<file path="config.mk">
export PLATFORM = sky130hd
export DESIGN_NAME = c2m_txn_driver
export DESIGN_NICKNAME = d
export VERILOG_FILES = /design/src/rtl/c2m_txn_driver.sv
export SDC_FILE = /design/constraint.sdc
export NUM_CORES = 2
export LEC_CHECK = 0
export CAP_MARGIN = 40
export CORE_AREA = 2 2 655 657
export DETAILED_ROUTE_END_ITERATION = 6
export DIE_AREA = 0 0 657 659
export GPL_TIMING_DRIVEN = 0
export MAX_ROUTING_LAYER = met4
export PLACE_DENSITY_LB_ADDON = 0.12
export SLEW_MARGIN = 10
export SYNTH_ARGS = -nofsm -noshare
export SYNTH_HDL_FRONTEND = slang
export SYNTH_SLANG_ARGS = --single-unit
</file>
<file path="constraint.sdc">
create_clock -name clock -period 35.7 [get_ports clock]
set_input_delay 3.57 -clock clock [delete_from_list [all_inputs] [get_ports clock]]
set_output_delay 3.57 -clock clock [all_outputs]
set_load 0.005 [all_outputs]
</file>
<file path="src/rtl/c2m_txn_driver.sv">
// c2m_txn_driver: buffers host commands in a FIFO, issues them one at a time on
// the C2M send_command handshake, and (optionally) scoreboards returned reads
// against a shadow copy of written lines.
// Optional feature macro: C2M_DRV_SCOREBOARD_EN builds the shadow store, tag
// table, outstanding count and match/mismatch/unchecked statistics. When it is
// undefined only the FIFO and issue FSM exist and the scoreboard outputs read 0.
module c2m_txn_driver #(
    parameter int ADDR_W    = 32,
    parameter int DATA_W    = 512,
    parameter int TAG_W     = 3,
    parameter int CMD_DEPTH = 4,
    parameter int SHADOW_AW = 4,
    parameter int TIMEOUT   = 255
) (
    input  logic              clock,
    input  logic              reset,
    input  logic              cmd_valid,
    output logic              cmd_ready,
    input  logic              cmd_op,
    input  logic [ADDR_W-1:0] cmd_addr,
    input  logic [DATA_W-1:0] cmd_data,
    output logic              sc_valid,
    output logic              sc_operation,
    output logic [ADDR_W-1:0] sc_address,
    output logic [DATA_W-1:0] sc_data,
    input  logic              sc_full,
    input  logic              sc_ack,
    input  logic [TAG_W-1:0]  sc_tag,
    input  logic              rd_ack,
    input  logic [TAG_W-1:0]  rd_tag,
    input  logic [DATA_W-1:0] rd_data,
    output logic [TAG_W:0]    outstanding,
    output logic [15:0]       match_count,
    output logic [15:0]       mismatch_count,
    output logic [15:0]       unchecked_count,
    output logic              timeout_err,
    output logic              busy
);

    localparam int PTR_W  = $clog2(CMD_DEPTH);
    localparam int CNT_W  = PTR_W + 1;
    localparam int WAIT_W = $clog2(TIMEOUT + 1);
    localparam logic [PTR_W-1:0]  PTR_ONE   = PTR_W'(1);
    localparam logic [CNT_W-1:0]  CNT_ONE   = CNT_W'(1);
    localparam logic [CNT_W-1:0]  CNT_FULL  = CNT_W'(CMD_DEPTH);
    localparam logic [WAIT_W-1:0] WAIT_ONE  = WAIT_W'(1);
    localparam logic [WAIT_W-1:0] WAIT_LAST = WAIT_W'(TIMEOUT - 1);

    typedef enum logic [1:0] {
        ST_IDLE  = 2'd0,
        ST_ISSUE = 2'd1,
        ST_GAP   = 2'd2
    } state_t;

    // ---------------- command FIFO ----------------
    logic              fifo_op_q   [CMD_DEPTH];
    logic [ADDR_W-1:0] fifo_addr_q [CMD_DEPTH];
    logic [DATA_W-1:0] fifo_data_q [CMD_DEPTH];
    logic [PTR_W-1:0]  wr_ptr_q, rd_ptr_q;
    logic [CNT_W-1:0]  count_q, count_d;
    logic              cmd_ready_q;
    logic              push_s, pop_s;

    // ---------------- issue FSM ----------------
    state_t            state_q, state_d;
    logic              issue_ok_q, issue_ok_d;
    logic [WAIT_W-1:0] wait_q, wait_d;
    logic              sc_valid_q, sc_valid_d;
    logic              sc_op_q, sc_op_d;
    logic [ADDR_W-1:0] sc_addr_q, sc_addr_d;
    logic [DATA_W-1:0] sc_data_q, sc_data_d;
    logic              timeout_q, timeout_d;

    assign push_s = cmd_valid && cmd_ready_q;
    assign pop_s  = (state_q == ST_ISSUE) && sc_ack;

    // Next FIFO occupancy from this cycle's push/pop pair.
    always_comb begin
        count_d = count_q;
        case ({push_s, pop_s})
            2'b10:   count_d = count_q + CNT_ONE;
            2'b01:   count_d = count_q - CNT_ONE;
            default: count_d = count_q;
        endcase
    end

    // FIFO payload storage; contents are don't-care until written.
    always_ff @(posedge clock) begin
        if (push_s) begin
            fifo_op_q[wr_ptr_q]   <= cmd_op;
            fifo_addr_q[wr_ptr_q] <= cmd_addr;
            fifo_data_q[wr_ptr_q] <= cmd_data;
        end
    end

    // FIFO pointers, occupancy and the registered ready flag (low in reset).
    always_ff @(posedge clock or negedge reset) begin
        if (!reset) begin
            wr_ptr_q    <= {PTR_W{1'b0}};
            rd_ptr_q    <= {PTR_W{1'b0}};
            count_q     <= {CNT_W{1'b0}};
            cmd_ready_q <= 1'b0;
        end else begin
            if (push_s) wr_ptr_q <= wr_ptr_q + PTR_ONE;
            if (pop_s)  rd_ptr_q <= rd_ptr_q + PTR_ONE;
            count_q     <= count_d;
            cmd_ready_q <= (count_d != CNT_FULL);
        end
    end

    // Issue FSM next state and presented-command registers.
    always_comb begin
        state_d    = state_q;
        wait_d     = wait_q;
        sc_valid_d = sc_valid_q;
        sc_op_d    = sc_op_q;
        sc_addr_d  = sc_addr_q;
        sc_data_d  = sc_data_q;
        timeout_d  = timeout_q;
        // Eligibility is re-earned by a full cycle in IDLE, so a retried
        // command returns two cycles after being withdrawn.
        issue_ok_d = (state_q == ST_IDLE) && (count_q != {CNT_W{1'b0}});
        case (state_q)
            ST_IDLE: begin
                if (issue_ok_q && !sc_full) begin
                    state_d    = ST_ISSUE;
                    wait_d     = {WAIT_W{1'b0}};
                    sc_valid_d = 1'b1;
                    sc_op_d    = fifo_op_q[rd_ptr_q];
                    sc_addr_d  = fifo_addr_q[rd_ptr_q];
                    sc_data_d  = fifo_data_q[rd_ptr_q];
                end else begin
                    state_d = ST_IDLE;
                end
            end
            ST_ISSUE: begin
                if (sc_ack) begin
                    state_d    = ST_GAP;
                    sc_valid_d = 1'b0;
                end else if (sc_full) begin
                    state_d    = ST_IDLE;
                    sc_valid_d = 1'b0;
                end else if (wait_q == WAIT_LAST) begin
                    state_d    = ST_IDLE;
                    sc_valid_d = 1'b0;
                    timeout_d  = 1'b1;
                end else begin
                    wait_d = wait_q + WAIT_ONE;
                end
            end
            ST_GAP: begin
                state_d = ST_IDLE;
            end
            default: begin
                state_d    = ST_IDLE;
                sc_valid_d = 1'b0;
            end
        endcase
    end

    // Issue FSM state and registered send_command outputs.
    always_ff @(posedge clock or negedge reset) begin
        if (!reset) begin
            state_q    <= ST_IDLE;
            issue_ok_q <= 1'b0;
            wait_q     <= {WAIT_W{1'b0}};
            sc_valid_q <= 1'b0;
            sc_op_q    <= 1'b0;
            sc_addr_q  <= {ADDR_W{1'b0}};
            sc_data_q  <= {DATA_W{1'b0}};
            timeout_q  <= 1'b0;
        end else begin
            state_q    <= state_d;
            issue_ok_q <= issue_ok_d;
            wait_q     <= wait_d;
            sc_valid_q <= sc_valid_d;
            sc_op_q    <= sc_op_d;
            sc_addr_q  <= sc_addr_d;
            sc_data_q  <= sc_data_d;
            timeout_q  <= timeout_d;
        end
    end

    assign cmd_ready    = cmd_ready_q;
    assign sc_valid     = sc_valid_q;
    assign sc_operation = sc_op_q;
    assign sc_address   = sc_addr_q;
    assign sc_data      = sc_data_q;
    assign timeout_err  = timeout_q;

`ifdef C2M_DRV_SCOREBOARD_EN
    localparam int NTAG  = 1 << TAG_W;
    localparam int NLINE = 1 << SHADOW_AW;
    localparam logic [TAG_W:0] OUT_ONE = (TAG_W + 1)'(1);

    // Saturating 16-bit statistics increment.
    function automatic logic [15:0] sat_inc16(input logic [15:0] v);
        sat_inc16 = (v == 16'hFFFF) ? v : v + 16'd1;
    endfunction

    logic [DATA_W-1:0] shadow_q  [NLINE];
    logic [DATA_W-1:0] tag_exp_q [NTAG];
    logic [NLINE-1:0]  shadow_v_q;
    logic [NTAG-1:0]   tag_pend_q;
    logic [NTAG-1:0]   tag_known_q;
    logic [TAG_W:0]    outstanding_q;
    logic [15:0]       match_q, mismatch_q, unchecked_q;
    logic [SHADOW_AW-1:0] idx_s;
    logic acc_wr_s, acc_rd_s, ret_s, unk_s, hit_s, inc_s, dec_s;

    assign idx_s    = sc_addr_q[SHADOW_AW+5:6];
    assign acc_wr_s = pop_s && sc_op_q;
    assign acc_rd_s = pop_s && !sc_op_q;
    assign ret_s    = rd_ack && tag_pend_q[rd_tag];
    assign unk_s    = rd_ack && !tag_pend_q[rd_tag];
    assign hit_s    = (tag_exp_q[rd_tag] == rd_data);
    assign dec_s    = ret_s;
    // A new read on a tag that stays pending only counts when that same
    // tag is being retired in this cycle.
    assign inc_s    = acc_rd_s && (!tag_pend_q[sc_tag] || (ret_s && (rd_tag == sc_tag)));

    // Shadow line data and expected read data; validity is tracked separately.
    always_ff @(posedge clock) begin
        if (acc_wr_s) shadow_q[idx_s] <= sc_data_q;
        if (acc_rd_s) tag_exp_q[sc_tag] <= shadow_q[idx_s];
    end

    // Tag table flags, shadow validity, outstanding count and statistics.
    always_ff @(posedge clock or negedge reset) begin
        if (!reset) begin
            shadow_v_q    <= {NLINE{1'b0}};
            tag_pend_q    <= {NTAG{1'b0}};
            tag_known_q   <= {NTAG{1'b0}};
            outstanding_q <= {(TAG_W + 1){1'b0}};
            match_q       <= 16'h0000;
            mismatch_q    <= 16'h0000;
            unchecked_q   <= 16'h0000;
        end else begin
            if (acc_wr_s) shadow_v_q[idx_s] <= 1'b1;
            // Retire first so a same-tag allocation below overrides it.
            if (ret_s) begin
                tag_pend_q[rd_tag] <= 1'b0;
                if (tag_known_q[rd_tag]) begin
                    if (hit_s) match_q    <= sat_inc16(match_q);
                    else       mismatch_q <= sat_inc16(mismatch_q);
                end else begin
                    unchecked_q <= sat_inc16(unchecked_q);
                end
            end else if (unk_s) begin
                unchecked_q <= sat_inc16(unchecked_q);
            end
            if (acc_rd_s) begin
                tag_pend_q[sc_tag]  <= 1'b1;
                tag_known_q[sc_tag] <= shadow_v_q[idx_s];
            end
            case ({inc_s, dec_s})
                2'b10:   outstanding_q <= outstanding_q + OUT_ONE;
                2'b01:   outstanding_q <= outstanding_q - OUT_ONE;
                default: outstanding_q <= outstanding_q;
            endcase
        end
    end

    assign outstanding     = outstanding_q;
    assign match_count     = match_q;
    assign mismatch_count  = mismatch_q;
    assign unchecked_count = unchecked_q;
`else
    logic unused_sb_s;
    assign unused_sb_s     = ^{rd_ack, rd_tag, rd_data, sc_tag};
    assign outstanding     = {(TAG_W + 1){1'b0}};
    assign match_count     = 16'h0000;
    assign mismatch_count  = 16'h0000;
    assign unchecked_count = 16'h0000;
`endif

    assign busy = (count_q != {CNT_W{1'b0}}) || (state_q != ST_IDLE) ||
                  (outstanding != {(TAG_W + 1){1'b0}});

endmodule

</file>
==> results summary <==
The flow ran to the end, and the final reports show no timing, DRC or antenna violations. The sequential cell area fraction in the yosys report is 0.7912. The final number of hold-violating endpoints is 0.

The sequential cells in the finished layout cover a total of 79630 um^2. The most common cell in the synthesized netlist is sky130_fd_sc_hd__edfxtp_1. The path class of the tightest hold or removal check is flip-flop to flip-flop. Buffers inserted during clock tree synthesis total 334. From left edge to right edge, the die measures 657 um. The leakage power came out at 0.04717 uW. The count of unresolved DRC violations after routing came out at 0. The via density per instance is 4.114. The clock tree from TritonCTS is built. The initial core utilization came out at 0.2364. Of the total synthesized cell area, the portion taken by full adders, half adders and majority gates is 0.001069. Of the total synthesized cell area, the portion taken by XOR and XNOR cells is 0.0005221. The routability congestion estimate from global placement came out at 0.7473. The final-stage net count came out at 7948. The initial antenna violation count came out at 186.

The count of standard-cell rows is 240. The commonest register cell after synthesis is sky130_fd_sc_hd__edfxtp_1. The total number of vias came out at 53270. In this run the worst path has a maximum fanout of 38. Counting stages on the worst path, the most repeated cell is sky130_fd_sc_hd__buf_16.

The via count of the first global-routing pass came out at 56530. In this design, the stage delay of the slowest critical-path cell is 640 ps. At the pin with the least slew margin, the transition time is 867.8 ps. The number of maximum-capacitance constraint violations is 0. After synthesis, the largest family of logic cells by area is multiplexers. The multi-input gate area in the final layout came out at 19170 um^2. The synthesized design contains 2180 enable-type register cells.

The post-route clock period utilization is 0.1635. Final hold analysis gives a worst-case slack of 457.8 ps. The total number of clock tree sinks is 2746. The kind of end point of the critical path is a flip-flop. Static timing analysis puts the maximum clock frequency at 171.3 MHz. The maximum number of pins on one net before global-route repair is 79.

The compound-cell area share of the yosys netlist is 0.001144. The post-route minimum period came out at 5838 ps. Setup repair after global routing left no endpoint under its margin.

The HPWL after detailed placement is 248700 um. The final wirelength is 346500 um. The quantity of I/O buffers inserted on ports came out at 1098. The number of detailed-route iterations in the first pass is 5. The detail route stage leaves a number of antenna-violating nets equal to 0.

The kind of critical path is primary input to flip-flop. The proportion of synthesized area in mux cells came out at 0.1222. The quantity of hold-fixing buffers added after cts came out at 0. The die footprint is 433000 um^2. The number of setup buffers added after CTS is 0. The area of the core region is 425800 um^2. The buffer levels on the longest clock path came out at 4. Counting the fill cells in the layout gives 41900. The number of different library cells in the post-synthesis netlist is 37. The number of instances in the synthesized netlist came out at 5303. After detailed routing, the average wire length per cell comes to 26.76 um. Once the clock tree was built, the resizer swapped 0 gates to a different size. The total overflow left after global routing is 0.

The first routing iteration left 3204 violations. The all-layer global routing usage came out at 0.1619. The mean instance size in the synthesized netlist came out at 18.98 um^2. The relative max-transition margin is 0.4215.

The area growth from synthesis to layout is 31.40%. The basic-gate share of the synthesized area counting and, or, nand and nor cells came out at 0.06339. In this run the vertical extent of the chip is 659 um.

The required time at the worst-slack endpoint came out at 36300 ps. Sorting the synthesized cells by how often they occur yields sky130_fd_sc_hd__edfxtp_1, sky130_fd_sc_hd__nand2_1, sky130_fd_sc_hd__dfrtp_1. The cell type with the largest total area after synthesis is sky130_fd_sc_hd__edfxtp_1. In the final layout, the share of cells above drive strength 1 is 0.1861. The share of Yosys cell area claimed by the top area cell type is 0.6504. The worst clock skew is 82.10 ps.

VDD sags by at most 44.57 uV. The reg2reg setup slack came out at 32510 ps. The register bit total from synthesis is 2746. The worst-skew pair later-pin latency came out at 960 ps. The power per standard cell area came out at 87.04 nW/um^2. The tree is rooted in a sky130_fd_sc_hd__clkbuf_16. The H-tree depth reported by CTS is 5.

The global-route wire length before repair is 475400 um. Setup violations remaining at the end of the flow were counted as 0. The category of the worst setup path launch point is a primary input. The data arrival time of the critical path came out at 6440 ps.

1670 I/O pins were placed. The number of pins with negative max-slew slack in the final report came out at 0. The final worst setup slack came out at 29860 ps.

Walking the worst path, the cells encountered are clkdlybuf4s50_1 > and3_4 > buf_16 > buf_16 > buf_16 > buf_16 > buf_16. The Yosys step of the flow raised 0 warnings. Clock-pin slew was measured on the worst setup and hold paths at 60 ps. The slowest stage of the critical path belongs to the cell sky130_fd_sc_hd__and3_4. For this run, asynchronously set or reset flops after synthesis account for 0.2061.

The total standard cell area after synthesis is 100600 um^2. The post-place setup slack came out at 28790 ps. Ranked by total cell area, the synthesized netlist is headed by sky130_fd_sc_hd__edfxtp_1, sky130_fd_sc_hd__dfrtp_1, sky130_fd_sc_hd__mux4_2.
[critical path: cells and delay by family]
family        cells  cell delay (ps)
buf+inv           6             2030
simple gates      1              640
[state kept, by name, indices dropped and copies added (netlist names)]
signal and flops:
wr_ptr_q 2, sc_operation 1, wait_q 8, fifo_addr_q 128, fifo_data_q 2048, count_q 3
state_q 2, issue_ok_q 1, cmd_ready 1, timeout_err 1, sc_data 512, sc_address 32
fifo_op_q 4, rd_ptr_q 2, sc_valid 1
[logic make-up after synthesis]
family                     Yosys count
xor gates and xnor gates             6
muxes                              547
and+or+nand+nor                   1675
buffers and inverters              303
other                                1
AOI/OAI and AO/OA                   17
DFF                               2746
adders and majority gates            8
[stage by stage]
stage / instance area [um^2] / TNS (ps) / std cells / util / total power, uW
final: 132200 / 0 / 12950 / 0.3106 / 11510
after global routing: 132200 / 0 / 12940 / 0.3105 / 12170
after CTS: 132000 / 0 / 12840 / 0.3099 / 11810
after detailed placement: 121000 / 0 / 12220 / 0.2842 / 8331
after global placement: 118900 / -1234560 / 12140 / 0.2793 / 8936
after floorplan: 100800 / 0 / 5354 / - / 6563
[cell type report]
type	count	share of cell area
diodes	109	0.002063
plain buffers	296	0.01542
clock buffers	474	0.07095
clock inverters	144	0.01203
inverters	7	0.0001987
multi-input cells	2305	0.1449
flip-flops and latches	2746	0.6021
well taps	5687	0.05381
repair buffers	1181	0.09850
[metal layers]
| metal | vias to the layer above | track usage | wire, um |
|---|---|---|---|
| li1 | 23260 | - | - |
| met1 | 27860 | 0.1923 | 141800 |
| met2 | 1629 | 0.2560 | 161500 |
| met3 | 517 | 0.07092 | 35850 |
| met4 | 0 | 0.03059 | 7278 |
| met5 | - | - | 0 |
[final timing paths]
path	endpoint	depth (start not counted)	from
max in group asynchronous	sc_data[480]$_DFFE_PN0P_	4	reset
min in group asynchronous	sc_data[411]$_DFFE_PN0P_	1	reset
min reg2reg	timeout_err$_DFFE_PN0P_	1	timeout_err$_DFFE_PN0P_
min	timeout_err$_DFFE_PN0P_	1	timeout_err$_DFFE_PN0P_
max reg2reg	fifo_data_q[1][385]$_DFFE_PP_	8	wr_ptr_q[1]$_DFFE_PN0P_
max	fifo_data_q[1][385]$_DFFE_PP_	7	cmd_valid
[report_power, final]
part	internal (uW)	total (uW)	switching, uW	leakage [uW]
Combinational	1570	3560	1990	0.0148
Sequential	4280	4550	264	0.0270
Clock	2020	3400	1380	0.00535
[cell usage in the layout (no fill, tap or decap), drive strengths merged, types with 2 or more instances in the layout]
| cell | instances |
|---|---|
| o21ai | 4 |
| bufinv | 25 |
| clkbuf | 567 |
| clkdlybuf4s50 | 1097 |
| ha | 7 |
| a31oi | 4 |
| nor4b | 2 |
| a21oi | 2 |
| a41oi | 2 |
| and3 | 8 |
| xnor2 | 3 |
| clkinv | 100 |
| clkinvlp | 7 |
| conb | 52 |
| nor3 | 4 |
| mux4 | 545 |
| buf | 287 |
| dfrtp | 566 |
| edfxtp | 2180 |
| nand3 | 7 |
| a21o | 2 |
| diode | 109 |
| and2 | 2 |
| nor2 | 5 |
| a211o | 2 |
| inv | 19 |
| nand2 | 1643 |
| xor2 | 3 |
(Power assumes the default switching activity.)
